**src/rtl/eth_rx_pkg.sv**
```systemverilog
// Shared types and constants for the Ethernet rx_axis frame sink.
package eth_rx_pkg;

  // Default geometry of the rx_axis interface and descriptor.
  localparam int DEF_DATA_W   = 64;
  localparam int DEF_PTP_TS_W = 96;
  localparam int DEF_MAX_LEN  = 9018;
  localparam int DEF_LEN_W    = 16;
  localparam int DEF_CNT_W    = 32;

  // Bit positions inside rx_axis_tuser.
  localparam int TUSER_BAD_BIT = 0;
  localparam int TUSER_TS_LSB  = 1;

  // Frame assembly state.
  typedef enum logic [1:0] {
    IDLE  = 2'd0,
    FRAME = 2'd1,
    DROP  = 2'd2
  } rx_state_e;

  // One descriptor per received frame (default widths).
  typedef struct packed {
    logic [DEF_LEN_W-1:0]    len;
    logic [DEF_PTP_TS_W-1:0] ts;
    logic                    err;
    logic                    trunc;
  } rx_desc_t;

  // Byte-enable width for a given data width.
  function automatic int keep_width(input int data_w);
    return data_w / 8;
  endfunction

  // tuser width: timestamp plus the bad-frame bit.
  function automatic int user_width(input int ts_w);
    return ts_w + 1;
  endfunction

endpackage

```
**src/rtl/eth_keep_popcount.sv**
```systemverilog
// Counts the number of set byte enables in one rx_axis beat.
module eth_keep_popcount #(
  parameter int KEEP_W = 8,
  parameter int CNT_W  = $clog2(KEEP_W + 1)
) (
  input  logic [KEEP_W-1:0] i_keep,
  output logic [CNT_W-1:0]  o_count
);

  // Sum of the individual enable bits.
  // NOTE: combinational logic uses blocking '=' so the running sum is read back within the same pass; the up-front default also guarantees no latch.
  always_comb begin
    o_count = '0;
    for (int i = 0; i < KEEP_W; i++) begin
      o_count = o_count + CNT_W'(i_keep[i]);
    end
  end

endmodule

```
**src/rtl/eth_rx_frame_sink.sv**
```systemverilog
// rx_axis consumer: turns each received frame into a descriptor holding
// byte length, first-beat PTP timestamp and error/truncation flags.
module eth_rx_frame_sink
  import eth_rx_pkg::*;
#(
  parameter  int DATA_W   = DEF_DATA_W,
  parameter  int PTP_TS_W = DEF_PTP_TS_W,
  parameter  int MAX_LEN  = DEF_MAX_LEN,
  parameter  int LEN_W    = DEF_LEN_W,
  parameter  int CNT_W    = DEF_CNT_W,
  localparam int KEEP_W   = keep_width(DATA_W),
  localparam int USER_W   = user_width(PTP_TS_W)
) (
  input  logic                rx_clk,
  input  logic                rx_rst_n,
  input  logic [DATA_W-1:0]   rx_axis_tdata,
  input  logic [KEEP_W-1:0]   rx_axis_tkeep,
  input  logic                rx_axis_tlast,
  input  logic [USER_W-1:0]   rx_axis_tuser,
  input  logic                rx_axis_tvalid,
  output logic                rx_axis_tready,
  output logic                desc_valid,
  input  logic                desc_ready,
  output logic [LEN_W-1:0]    desc_len,
  output logic [PTP_TS_W-1:0] desc_ts,
  output logic                desc_err,
  output logic                desc_trunc,
  output logic [CNT_W-1:0]    frame_cnt,
  output logic [CNT_W-1:0]    err_cnt
);

  localparam int PC_W = $clog2(KEEP_W + 1);

  rx_state_e           r_state;
  logic [LEN_W-1:0]    r_len;
  logic [PTP_TS_W-1:0] r_ts;
  logic                r_err;

  logic [PC_W-1:0]     w_beat_bytes;
  logic                w_accept;
  logic                w_first;
  logic                w_load;
  logic [LEN_W-1:0]    w_sum;
  logic [LEN_W-1:0]    w_len_next;
  logic                w_trunc_next;
  logic                w_err_next;
  logic                w_err_final;
  logic [PTP_TS_W-1:0] w_ts_next;
  logic                w_unused_data;

  // Payload bytes only matter through tkeep.
  assign w_unused_data = ^rx_axis_tdata;

  eth_keep_popcount #(
    .KEEP_W (KEEP_W),
    .CNT_W  (PC_W)
  ) u_keep_popcount (
    .i_keep  (rx_axis_tkeep),
    .o_count (w_beat_bytes)
  );

  // An open frame is never stalled; a new one waits for a free descriptor slot.
  assign rx_axis_tready = (r_state != IDLE) | ~desc_valid | desc_ready;
  assign w_accept       = rx_axis_tvalid & rx_axis_tready;
  assign w_first        = (r_state == IDLE);
  assign w_load         = w_accept & rx_axis_tlast;

  // Frame totals as they stand once the current beat is folded in.
  always_comb begin
    w_sum        = (w_first ? '0 : r_len) + LEN_W'(w_beat_bytes);
    w_trunc_next = (r_state == DROP) || (w_sum > LEN_W'(MAX_LEN));
    w_len_next   = w_trunc_next ? LEN_W'(MAX_LEN) : w_sum;
    w_err_next   = (w_first ? 1'b0 : r_err) | (~rx_axis_tlast & ~(&rx_axis_tkeep));
    w_err_final  = w_err_next | rx_axis_tuser[TUSER_BAD_BIT] | (w_len_next == '0);
    w_ts_next    = w_first ? rx_axis_tuser[USER_W-1:TUSER_TS_LSB] : r_ts;
  end

  // Frame assembly state machine with running length, timestamp and error.
  // NOTE: sequential state uses non-blocking '<=' so every register samples pre-edge values; all of them are cleared by the async reset.
  always_ff @(posedge rx_clk or negedge rx_rst_n) begin
    if (!rx_rst_n) begin
      r_state <= IDLE;
      r_len   <= '0;
      r_ts    <= '0;
      r_err   <= 1'b0;
    end else if (w_accept) begin
      r_len <= w_len_next;
      r_ts  <= w_ts_next;
      r_err <= w_err_next;
      if (rx_axis_tlast) begin
        r_state <= IDLE;
      end else if (w_trunc_next) begin
        r_state <= DROP;
      end else begin
        r_state <= FRAME;
      end
    end
  end

  // Descriptor slot and saturating statistics; a load beats a same-cycle consume.
  always_ff @(posedge rx_clk or negedge rx_rst_n) begin
    if (!rx_rst_n) begin
      desc_valid <= 1'b0;
      desc_len   <= '0;
      desc_ts    <= '0;
      desc_err   <= 1'b0;
      desc_trunc <= 1'b0;
      frame_cnt  <= '0;
      err_cnt    <= '0;
    end else begin
      if (w_load) begin
        desc_valid <= 1'b1;
        desc_len   <= w_len_next;
        desc_ts    <= w_ts_next;
        desc_err   <= w_err_final;
        desc_trunc <= w_trunc_next;
        if (frame_cnt != '1) begin
          frame_cnt <= frame_cnt + CNT_W'(1);
        end
        if ((w_err_final | w_trunc_next) && (err_cnt != '1)) begin
          err_cnt <= err_cnt + CNT_W'(1);
        end
      end else if (desc_ready) begin
        desc_valid <= 1'b0;
      end
    end
  end

endmodule
```
**config.mk**
```make
export PLATFORM = sky130hd
export DESIGN_NAME = eth_rx_frame_sink
export DESIGN_NICKNAME = d
export VERILOG_FILES = /design/src/rtl/eth_rx_pkg.sv /design/src/rtl/eth_keep_popcount.sv /design/src/rtl/eth_rx_frame_sink.sv
export SDC_FILE = /design/constraint.sdc
export NUM_CORES = 1
export LEC_CHECK = 0
export ABC_AREA = 1
export CAP_MARGIN = 20
export CORE_UTILIZATION = 50
export DETAILED_ROUTE_END_ITERATION = 8
export PLACE_DENSITY = 0.81
export RECOVER_POWER = 25
export SLEW_MARGIN = 20
export SYNTH_ARGS = -nofsm -noshare
export SYNTH_HDL_FRONTEND = slang
export SYNTH_SLANG_ARGS = --single-unit
```
**constraint.sdc**
```tcl
create_clock -name rx_clk -period 4.4 [get_ports rx_clk]
set_input_delay 1.32 -clock rx_clk [delete_from_list [all_inputs] [get_ports rx_clk]]
set_output_delay 1.32 -clock rx_clk [all_outputs]
set_load 0.02 [all_outputs]
```
Yosys cells after proc, flatten, opt, wreduce, memory -nomap -nowiden --
Cells that the tools add are included.
Cells by class: add/sub/neg operators 10, $mul 0, divide/modulo/power cells 0, magnitude comparators 1, equal/unequal tests 3, shift operators 0, muxes and demuxes 8, bitwise logic cells 12, reductions and logical operators 9
Operators with widths (count):
- 96-bit 2-to-1 mux | 1
- 32-bit by 1-bit adder with 32-bit output (second input constant) | 2
- 32-bit != test (second input constant) | 2
- 16-bit 2-to-1 mux | 2
- 4-bit by 1-bit adder with 4-bit output | 6
- 16-bit by 4-bit adder with 16-bit output | 1
- 16-bit by 14-bit > comparator with 1-bit output (second input constant) | 1
- 16-bit zero test | 1
- 8-bit AND reduction | 1
- 1-bit bitwise OR | 6
- 2-bit 2-to-1 mux | 2
- 2-bit AND reduction | 2
- 2-bit nonzero test | 2
- 1-bit bitwise AND | 3
- 1-bit 2-to-1 mux | 3
- 1-bit NOT | 3
- 1-bit by 1-bit adder with 2-bit output | 1
- 2-bit == test (second input constant) | 1
- 2-bit zero test | 1
- 1-bit logical AND | 1
- 1-bit logical OR | 1
Word-level totals: register bits after elaboration 294, bits in latches 0, memory bits (writable) 0, ROM bits 0, memories kept 0

Depth between registers and ports, before layout --
Gate-level depths: netlist of run 1.
depth in word-level cells 16, mapped depth 30

Modules after synthesis --
Synthesis of run 1 repeated with hierarchy kept, for this count alone.
Unflattened totals: cell total of the unflattened synthesis 1903, area, all modules 14646.5 µm²
By module, submodules not included:
- eth_rx_frame_sink | times used 1, cells each 1874, area each 14445.1 µm², seq. area each 7357.1 µm²
- eth_keep_popcount | times used 1, cells each 29, area each 201.4 µm², seq. area each 0.0 µm²

Worst setup path after synthesis of run 1 --
Ideal clock, no wire load.
kind input to register, start point input port rx_axis_tkeep[0], end point register err_cnt[5], setup time 0.118 ns, arrival time 5.509 ns, required time 4.282 ns, setup slack -1.227 ns, stages 24, cell sequence ha_1 > inv_1 > fa_1 > fa_1 > fa_1 > inv_1 > fa_1 > fa_1 > nand3_1 > nand3_1 > nand3_1 > nor2_1 > nand2_1 > xor2_1 > nor2_2 > nand3_1 > clkinv_1 > nor2_1 > nand2_2 > nand3_4 > nand3_2 > buf_4 > nand2_1 > nand2_1
On the way: cells in the longest elaborated chain, start to end 16
Ends and longest elaborated chain:
- from (decl) | RTL line eth_rx_frame_sink.sv:17 | input logic [KEEP_W-1:0] rx_axis_tkeep,
- 1-bit by 1-bit adder with 2-bit output | RTL line eth_keep_popcount.sv:15 | o_count = o_count + CNT_W'(i_keep[i]);
- 4-bit by 1-bit adder with 4-bit output (6 in a row) | RTL line eth_keep_popcount.sv:15
- 16-bit by 4-bit adder with 16-bit output | RTL line eth_rx_frame_sink.sv:70 | w_sum = (w_first ? '0 : r_len) + LEN_W'(w_beat_bytes);
- 16-bit by 14-bit > comparator with 1-bit output | RTL line eth_rx_frame_sink.sv:71 | w_trunc_next = (r_state == DROP) || (w_sum > LEN_W'(MAX_LEN));
- 1-bit logical OR | RTL line eth_rx_frame_sink.sv:71
- 16-bit 2-to-1 mux | RTL line eth_rx_frame_sink.sv:72 | w_len_next = w_trunc_next ? LEN_W'(MAX_LEN) : w_sum;
- 16-bit zero test | RTL line eth_rx_frame_sink.sv:74 | w_err_final = w_err_next | rx_axis_tuser[TUSER_BAD_BIT] | (w_len_next == '0);
- 1-bit bitwise OR | RTL line eth_rx_frame_sink.sv:74
- 1-bit bitwise OR * | RTL line eth_rx_frame_sink.sv:120 | if ((w_err_final | w_trunc_next) && (err_cnt != '1)) begin
- 1-bit logical AND * | RTL line eth_rx_frame_sink.sv:120
- 2-bit AND reduction (no line) *
- to (signal assigned) | RTL line eth_rx_frame_sink.sv:121 | err_cnt <= err_cnt + CNT_W'(1);
- to (decl) | RTL line eth_rx_frame_sink.sv:29 | output logic [CNT_W-1:0] err_cnt
Mark *: on every way between the ends. The rest lies on a longest branch, timed or not. A chain may end at the register's enable or synchronous reset.

Worst setup path after layout of run 1 --
start point input port rx_axis_tkeep[0], end point register err_cnt[25]
Same word-level chain as after synthesis.

==> impl_metrics.json, run 1 <==
{
  "maxCapViolCount": 1,
  "fin_ws_ns": -0.941,
  "coreArea_um2": 28100,
  "stdcell_count": 2571,
  "cp_top_family": "adder cells",
  "grt_pass1_wl_um": 66500,
  "ant_nets": 0,
  "ys_seq_area_share_pct": 51.0,
  "synth_edf_count": 0,
  "rr_worst_depth": 21,
  "synth_area_leaders": "dfrtp_1 (51%), nand2_1 (19%), o21ai_0 (7.7%), inv_1 (4.7%), xor2_1 (2.7%)",
  "path_class": "primary input to flip-flop",
  "min_from": "desc_ts[35]",
  "cpMostUsedCell": "nand2_2",
  "slowest_delay_ns": 0.51,
  "status": "finished with violations",
  "ys_async_sr_fraction_pct": 100,
  "antenna_found_initial": 0,
  "vias": 13600,
  "worstSkewPairLatency_ns": 0.56,
  "initial_utilization_pct": 51.4,
  "hold_viol": 0,
  "vias_per_cell": 5.28,
  "portBuffers": 289,
  "fp-row-count": 61,
  "leakagePower_nw": 9.39,
  "crit_required_ns": 4.83,
  "n_fill_cell": 2191,
  "end_kind": "flip-flop",
  "drive_above_1_share_pct": 12.7,
  "htreeDepth": 1,
  "cp_max_fo": 8,
  "clk_pin_slew_worst_paths_ns": 0.06,
  "ys_types": 37,
  "routedWlPerCell_um": 15.9,
  "fp.dieH_um": 172,
  "clock_skew_ns": 0.0162,
  "r2r-end": "err_cnt[25]",
  "syn_inst": 1852,
  "hpwlAfterDp_um": 27100,
  "cts_tree": "built",
  "clock.fmax_mhz": 187,
  "n_antenna_cell": 0,
  "ff2ff_setup_slack_ns": 0.88,
  "clock-sinks": 294,
  "arrival_ns": 5.77,
  "numCtsBuffers": 31,
  "final_nets": 2358,
  "drt_pass1_iterations": 6,
  "seq_area_um2": 7360,
  "ys_ff_latch": 294,
  "gr-total-overflow": 0,
  "globalplace.congestion": 0.929,
  "dieArea_um2": 29600,
  "fin_tns_setup_ns": -48.28,
  "worst-path-stages": 30,
  "netlist.area_leader.share_pct": 51.0,
  "relSlewSlack_pct": -68.4,
  "drv_slew": 102,
  "first_global_vias": 13500,
  "vdd_ir_drop_max_mv": 0.325,
  "drc": 0,
  "root_buffer": "clkbuf_16",
  "synth.net_count": 2040,
  "drtIter0Drc": 1047,
  "tightest_slew_ns": 2.53,
  "place_inst": 2491,
  "cts_max_path_buffers": 3,
  "gr-usage-all-layers_pct": 28.1,
  "syn_avg_cell_area_um2": 7.80,
  "hp-class": "flip-flop to flip-flop",
  "netlist_area_um2": 14400,
  "synthTopCellsByCount": "nand2_1 (739), dfrtp_1 (294), o21ai_0 (222), inv_1 (179), nor2_1 (75)",
  "yosysTopAreaCell": "dfrtp_1",
  "startpoint_type": "primary input",
  "yosysMostFrequentCell": "nand2_1",
  "wirelength_um": 40900,
  "worstReg2RegStart": "r_state[0]",
  "area_growth_syn_to_layout_pct": 36.7,
  "dieWidth_um": 172,
  "critPathSlowestCell": "fa_1",
  "finalSetupViolations": 64,
  "fin_crit_sh_pct": 121,
  "multiInputGateArea_um2": 6520,
  "failed_checks": "max-capacitance violations, max-slew violations, negative setup slack",
  "rsz0062_at_grt": "true",
  "synth_warnings": 0,
  "cp-startpoint": "rx_axis_tkeep[0]",
  "power.total_mw": 8.81,
  "layout_min_cycle_time_ns": 5.34,
  "cts_hold_buf": 0,
  "ys.flop_type": "dfrtp_1",
  "power.density_nw_per_um2": 447,
  "ios": 354,
  "cp-endpoint": "err_cnt[25]",
  "grt_start_max_net_pins": 135,
  "path_buf_inv": 6
}
## area by class of cell
class | instances | area share [%]
sequential | 294 | 37.3
clock inverter | 12 | 0.621
clock buffer | 44 | 4.58
timing repair buffer | 369 | 18.5
tap | 378 | 2.40
inverter | 187 | 3.60
multi-input combinational | 1287 | 33.1
## metrics by stage
step	setup slack [ns]	util [%]	hold WS [ns]	cell area, um2
5_1_grt	-1.22	70.3	0.491	19700
4_1_cts	-1.08	69.7	0.473	19600
6_report	-0.941	70.3	0.466	19700
3_3_place_gp	-1.55	64.4	0.453	18100
2_1_floorplan	-0.867	-	0.453	14600
3_5_place_dp	-1.65	64.4	0.457	18100
## where the power goes
part | switching, mW | leakage [nW] | internal, mW
Clock | 1.09 | 0.506 | 1.54
Combinational | 1.50 | 5.12 | 1.20
Sequential | 0.308 | 3.77 | 3.18
## tightest hold or removal path, stage by stage, from the launching register on
cell and delay, ns:
dfrtp_1 0.34, nand2_1 0.05, nand2_1 0.04
## flip-flops by register name, summed over array words and instances, names as in the netlist
| name | count |
|---|---|
| desc_trunc | 1 |
| err_cnt | 32 |
| desc_valid | 1 |
| r_err | 1 |
| r_ts | 96 |
| frame_cnt | 32 |
| desc_len | 16 |
| desc_err | 1 |
| desc_ts | 96 |
| r_state | 2 |
| r_len | 16 |
## routing by layer
layer | track usage (%) | wire [um] | vias up
met5 | 0 | 0 | -
met4 | 8.73 | 1260 | 0
met3 | 5.06 | 3200 | 100
met2 | 46.6 | 19500 | 537
met1 | 37.3 | 16900 | 6489
li1 | - | - | 6456
## cell usage in the layout (no fill, tap or decap), types with 8 or more instances in the layout
cell / count
nand2_1: 681
dfrtp_1: 294
clkdlybuf4s50_1: 284
o21ai_0: 199
inv_1: 172
nor2_1: 67
buf_4: 57
nand2_2: 52
nand4_1: 49
xor2_1: 43
clkbuf_16: 32
nand3_1: 29
nor3_1: 23
xnor2_1: 18
nor4_1: 17
nand2_4: 15
o21ai_1: 15
nor2_2: 13
inv_2: 10
o21ai_2: 10
buf_6: 10
nand3_2: 9
nor2_4: 8
nand3_4: 8
clkbuf_8: 8
buf_12: 8
## cells by family after synthesis
kind of cell             share of synthesized area (%)
AND/OR/NAND/NOR                                   28.2
flip-flops                                        51.0
buffers and inverters                             7.31
AO/OA/AOI/OAI                                     8.15
XOR/XNOR                                          3.88
adder cells (fa/ha/maj)                           1.47
## worst min path at each step
| stage | cells after the start | to | slack, ns |
|---|---|---|---|
| 4_1_cts | 2 | desc_ts[25] | 0.47 |
| 5_1_grt | 2 | desc_ts[73] | 0.49 |
| 2_1_floorplan | 2 | r_len[13] | 0.45 |
| 6_report | 2 | desc_ts[35] | 0.47 |
| 3_5_place_dp | 2 | desc_ts[80] | 0.46 |
| 3_3_place_gp | 2 | desc_len[14] | 0.45 |
## what timing repair did
item / in CTS / in global routing
pin swaps: 26 / 40
gates resized for setup: 84 / 63
endpoints found under the setup margin: 64 / 64
gates cloned: 2 / 1
setup buffers: 21 / 10
Power figures use the tool's default switching activity.
==> run 2, diff against run 1 <==
Settings changed: CORE_UTILIZATION 50 to 35, PLACE_DENSITY 0.81 to not set.
==> impl_metrics.json, run 2 (same netlist as run 1, synthesis figures left out) <==
{
  "root_buffer": "clkbuf_16",
  "portBuffers": 289,
  "status": "finished with violations",
  "drtIter0Drc": 743,
  "pwr-share-clk_pct": 31.7,
  "cp_max_fo": 8,
  "hold_path_depth": 2,
  "fin_ws_ns": -0.833,
  "relSlewSlack_pct": -47.1,
  "rsz0062_at_grt": "true",
  "vias_per_cell": 4.81,
  "worstSkewPairLatency_ns": 0.55,
  "drt_pass1_iterations": 5,
  "leakagePower_nw": 9.44,
  "p_comb_share_pct": 29.1,
  "layout_min_cycle_time_ns": 5.23,
  "maxCapViolCount": 1,
  "dieWidth_um": 205,
  "numCtsBuffers": 35,
  "routedWlPerCell_um": 15.4,
  "startpoint_type": "primary input",
  "coreArea_um2": 40700,
  "antenna_found_initial": 0,
  "final_nets": 2364,
  "seqPwrFrac_pct": 39.3,
  "final_core_util_pct": 49.2,
  "htreeDepth": 2,
  "arrival_ns": 5.67,
  "hold_viol": 0,
  "fin_crit_sh_pct": 119,
  "path_class": "primary input to flip-flop",
  "largestRegisters": "desc_ts (96), r_ts (96)",
  "n_fill_cell": 3935,
  "ios": 354,
  "layout_commonest_cell": "nand2_1",
  "pre_cts_ws_ns": -1.67,
  "hp-class": "flip-flop to flip-flop",
  "ant_nets": 0,
  "p_switching_mw": 2.91,
  "hold_slack_ns": 0.466,
  "wirelength_um": 42000,
  "rr_worst_depth": 20,
  "layout_common_cells": "nand2_1 (699), dfrtp_1 (294), clkdlybuf4s50_1 (284), o21ai_0 (198), inv_1 (172)",
  "first_global_vias": 12700,
  "power.total_mw": 8.84,
  "drive_above_1_share_pct": 11.5,
  "end_kind": "flip-flop",
  "initial_utilization_pct": 35.4,
  "cts_tree": "built",
  "tightest_slew_ns": 2.21,
  "failed_checks": "max-capacitance violations, max-slew violations, negative setup slack",
  "drc": 0,
  "dieArea_um2": 42100,
  "clock.fmax_mhz": 191,
  "fp.dieH_um": 205,
  "cts_hold_buf": 0,
  "p_int_mw": 5.93,
  "vias": 13100,
  "vdd_ir_drop_max_mv": 0.269,
  "gr-usage-all-layers_pct": 20.0,
  "gr-total-overflow": 0,
  "grt_pass1_wl_um": 66600,
  "clk_pin_slew_worst_paths_ns": 0.06,
  "area_growth_syn_to_layout_pct": 38.7,
  "globalplace.congestion": 0.883,
  "clock_skew_ns": 0.0129,
  "hpwlAfterDp_um": 27800,
  "fp-row-count": 74,
  "power.density_nw_per_um2": 441,
  "fin_tns_setup_ns": -43.78,
  "drv_slew": 84,
  "clock-sinks": 294,
  "grt_start_max_net_pins": 101,
  "finalSetupViolations": 64,
  "swShare_pct": 32.9,
  "crit_required_ns": 4.83,
  "cts_max_path_buffers": 3
}
run 2: cell types whose count changed in the layout (fill, tap and decap cells not counted), moves of 6 or more:
cell,before,now
o21ai_1,15,24
clkbuf_16,32,38
buf_6,10,18
nand2_2,52,39
o21ai_2,10,2
nand2_1,681,699
buf_4,57,47
run 2: metrics by stage:
stage / instances / instance area, um2
final: 2731 / 20000
after global routing: 2730 / 20000
after CTS: 2723 / 19800
after detailed placement: 2643 / 18300
after global placement: 2643 / 18300
after floorplan: 1852 / 14600
run 2: critical path, cell delays in order:
cell       delay [ns]
buf_6            0.09
ha_4             0.25
inv_2            0.03
fa_1             0.48
fa_1             0.43
fa_2             0.35
inv_2            0.08
fa_2             0.48
fa_2             0.39
nand3_2          0.12
nand3_4          0.10
nand3_4          0.11
xor2_2           0.19
nand4_1          0.17
nor3_2           0.13
nand2_1          0.09
nor2_2           0.12
nand2_2          0.09
nand3_4          0.08
nand3_4          0.10
buf_12           0.17
clkbuf_16        0.17
nand2_2          0.05
nand2_1          0.05
run 2: layout make-up:
| class | instances | area [um2] | area share [%] |
|---|---|---|---|
| inverters | 187 | 709 | 3.54 |
| well taps | 532 | 666 | 3.32 |
| clock buffers | 49 | 978 | 4.89 |
| multi-input cells | 1287 | 6420 | 32.1 |
| flip-flops and latches | 294 | 7360 | 36.7 |
| clock inverters | 10 | 113 | 0.562 |
| repair buffers | 371 | 3780 | 18.9 |
| diodes | 1 | 2.50 | 0.0125 |
run 2: worst paths after layout:
path	startpoint	endpoint	slack, ns
min reg2reg	desc_ts[88]	desc_ts[88]	0.47
min in group asynchronous	rx_rst_n	frame_cnt[15]	1.43
max in group asynchronous	rx_rst_n	desc_ts[73]	0.78
max reg2reg	r_state[0]	err_cnt[20]	1.07
max	rx_axis_tkeep[1]	err_cnt[20]	-0.83
min	desc_ts[88]	desc_ts[88]	0.47
run 2: what timing repair did:
item / in CTS / in global routing
resized for setup: 81 / 41
pin swaps: 19 / 11
buffers inserted: 20 / 5
cloned: 3 / 3
endpoints found under the setup margin: 64 / 64
run 2: layer usage:
layer  up-vias  wire length (um)  track usage, %
li1       6462                 -               -
met1      6262             18600            25.9
met2       355             19400            32.6
met3        60              3190            6.09
met4         0               859            4.60
met5         -                 0               0
run 2: power groups by stage:
stage | logic, mW | registers (mW) | clock network [mW]
6_report | 2.57 | 3.47 | 2.80
3_5_place_dp | 2.37 | 3.50 | 0
2_1_floorplan | 0.946 | 3.78 | 0
4_1_cts | 2.50 | 3.47 | 2.90
5_1_grt | 2.83 | 3.52 | 3.00
3_3_place_gp | 2.33 | 3.51 | 0
==> run 3, diff against run 2 <==
Settings changed: ABC_CLOCK_PERIOD_IN_PS set to 4400.
==> results of run 3 <==
The final DEF is identical to that of run 2; final timing and power are the same.
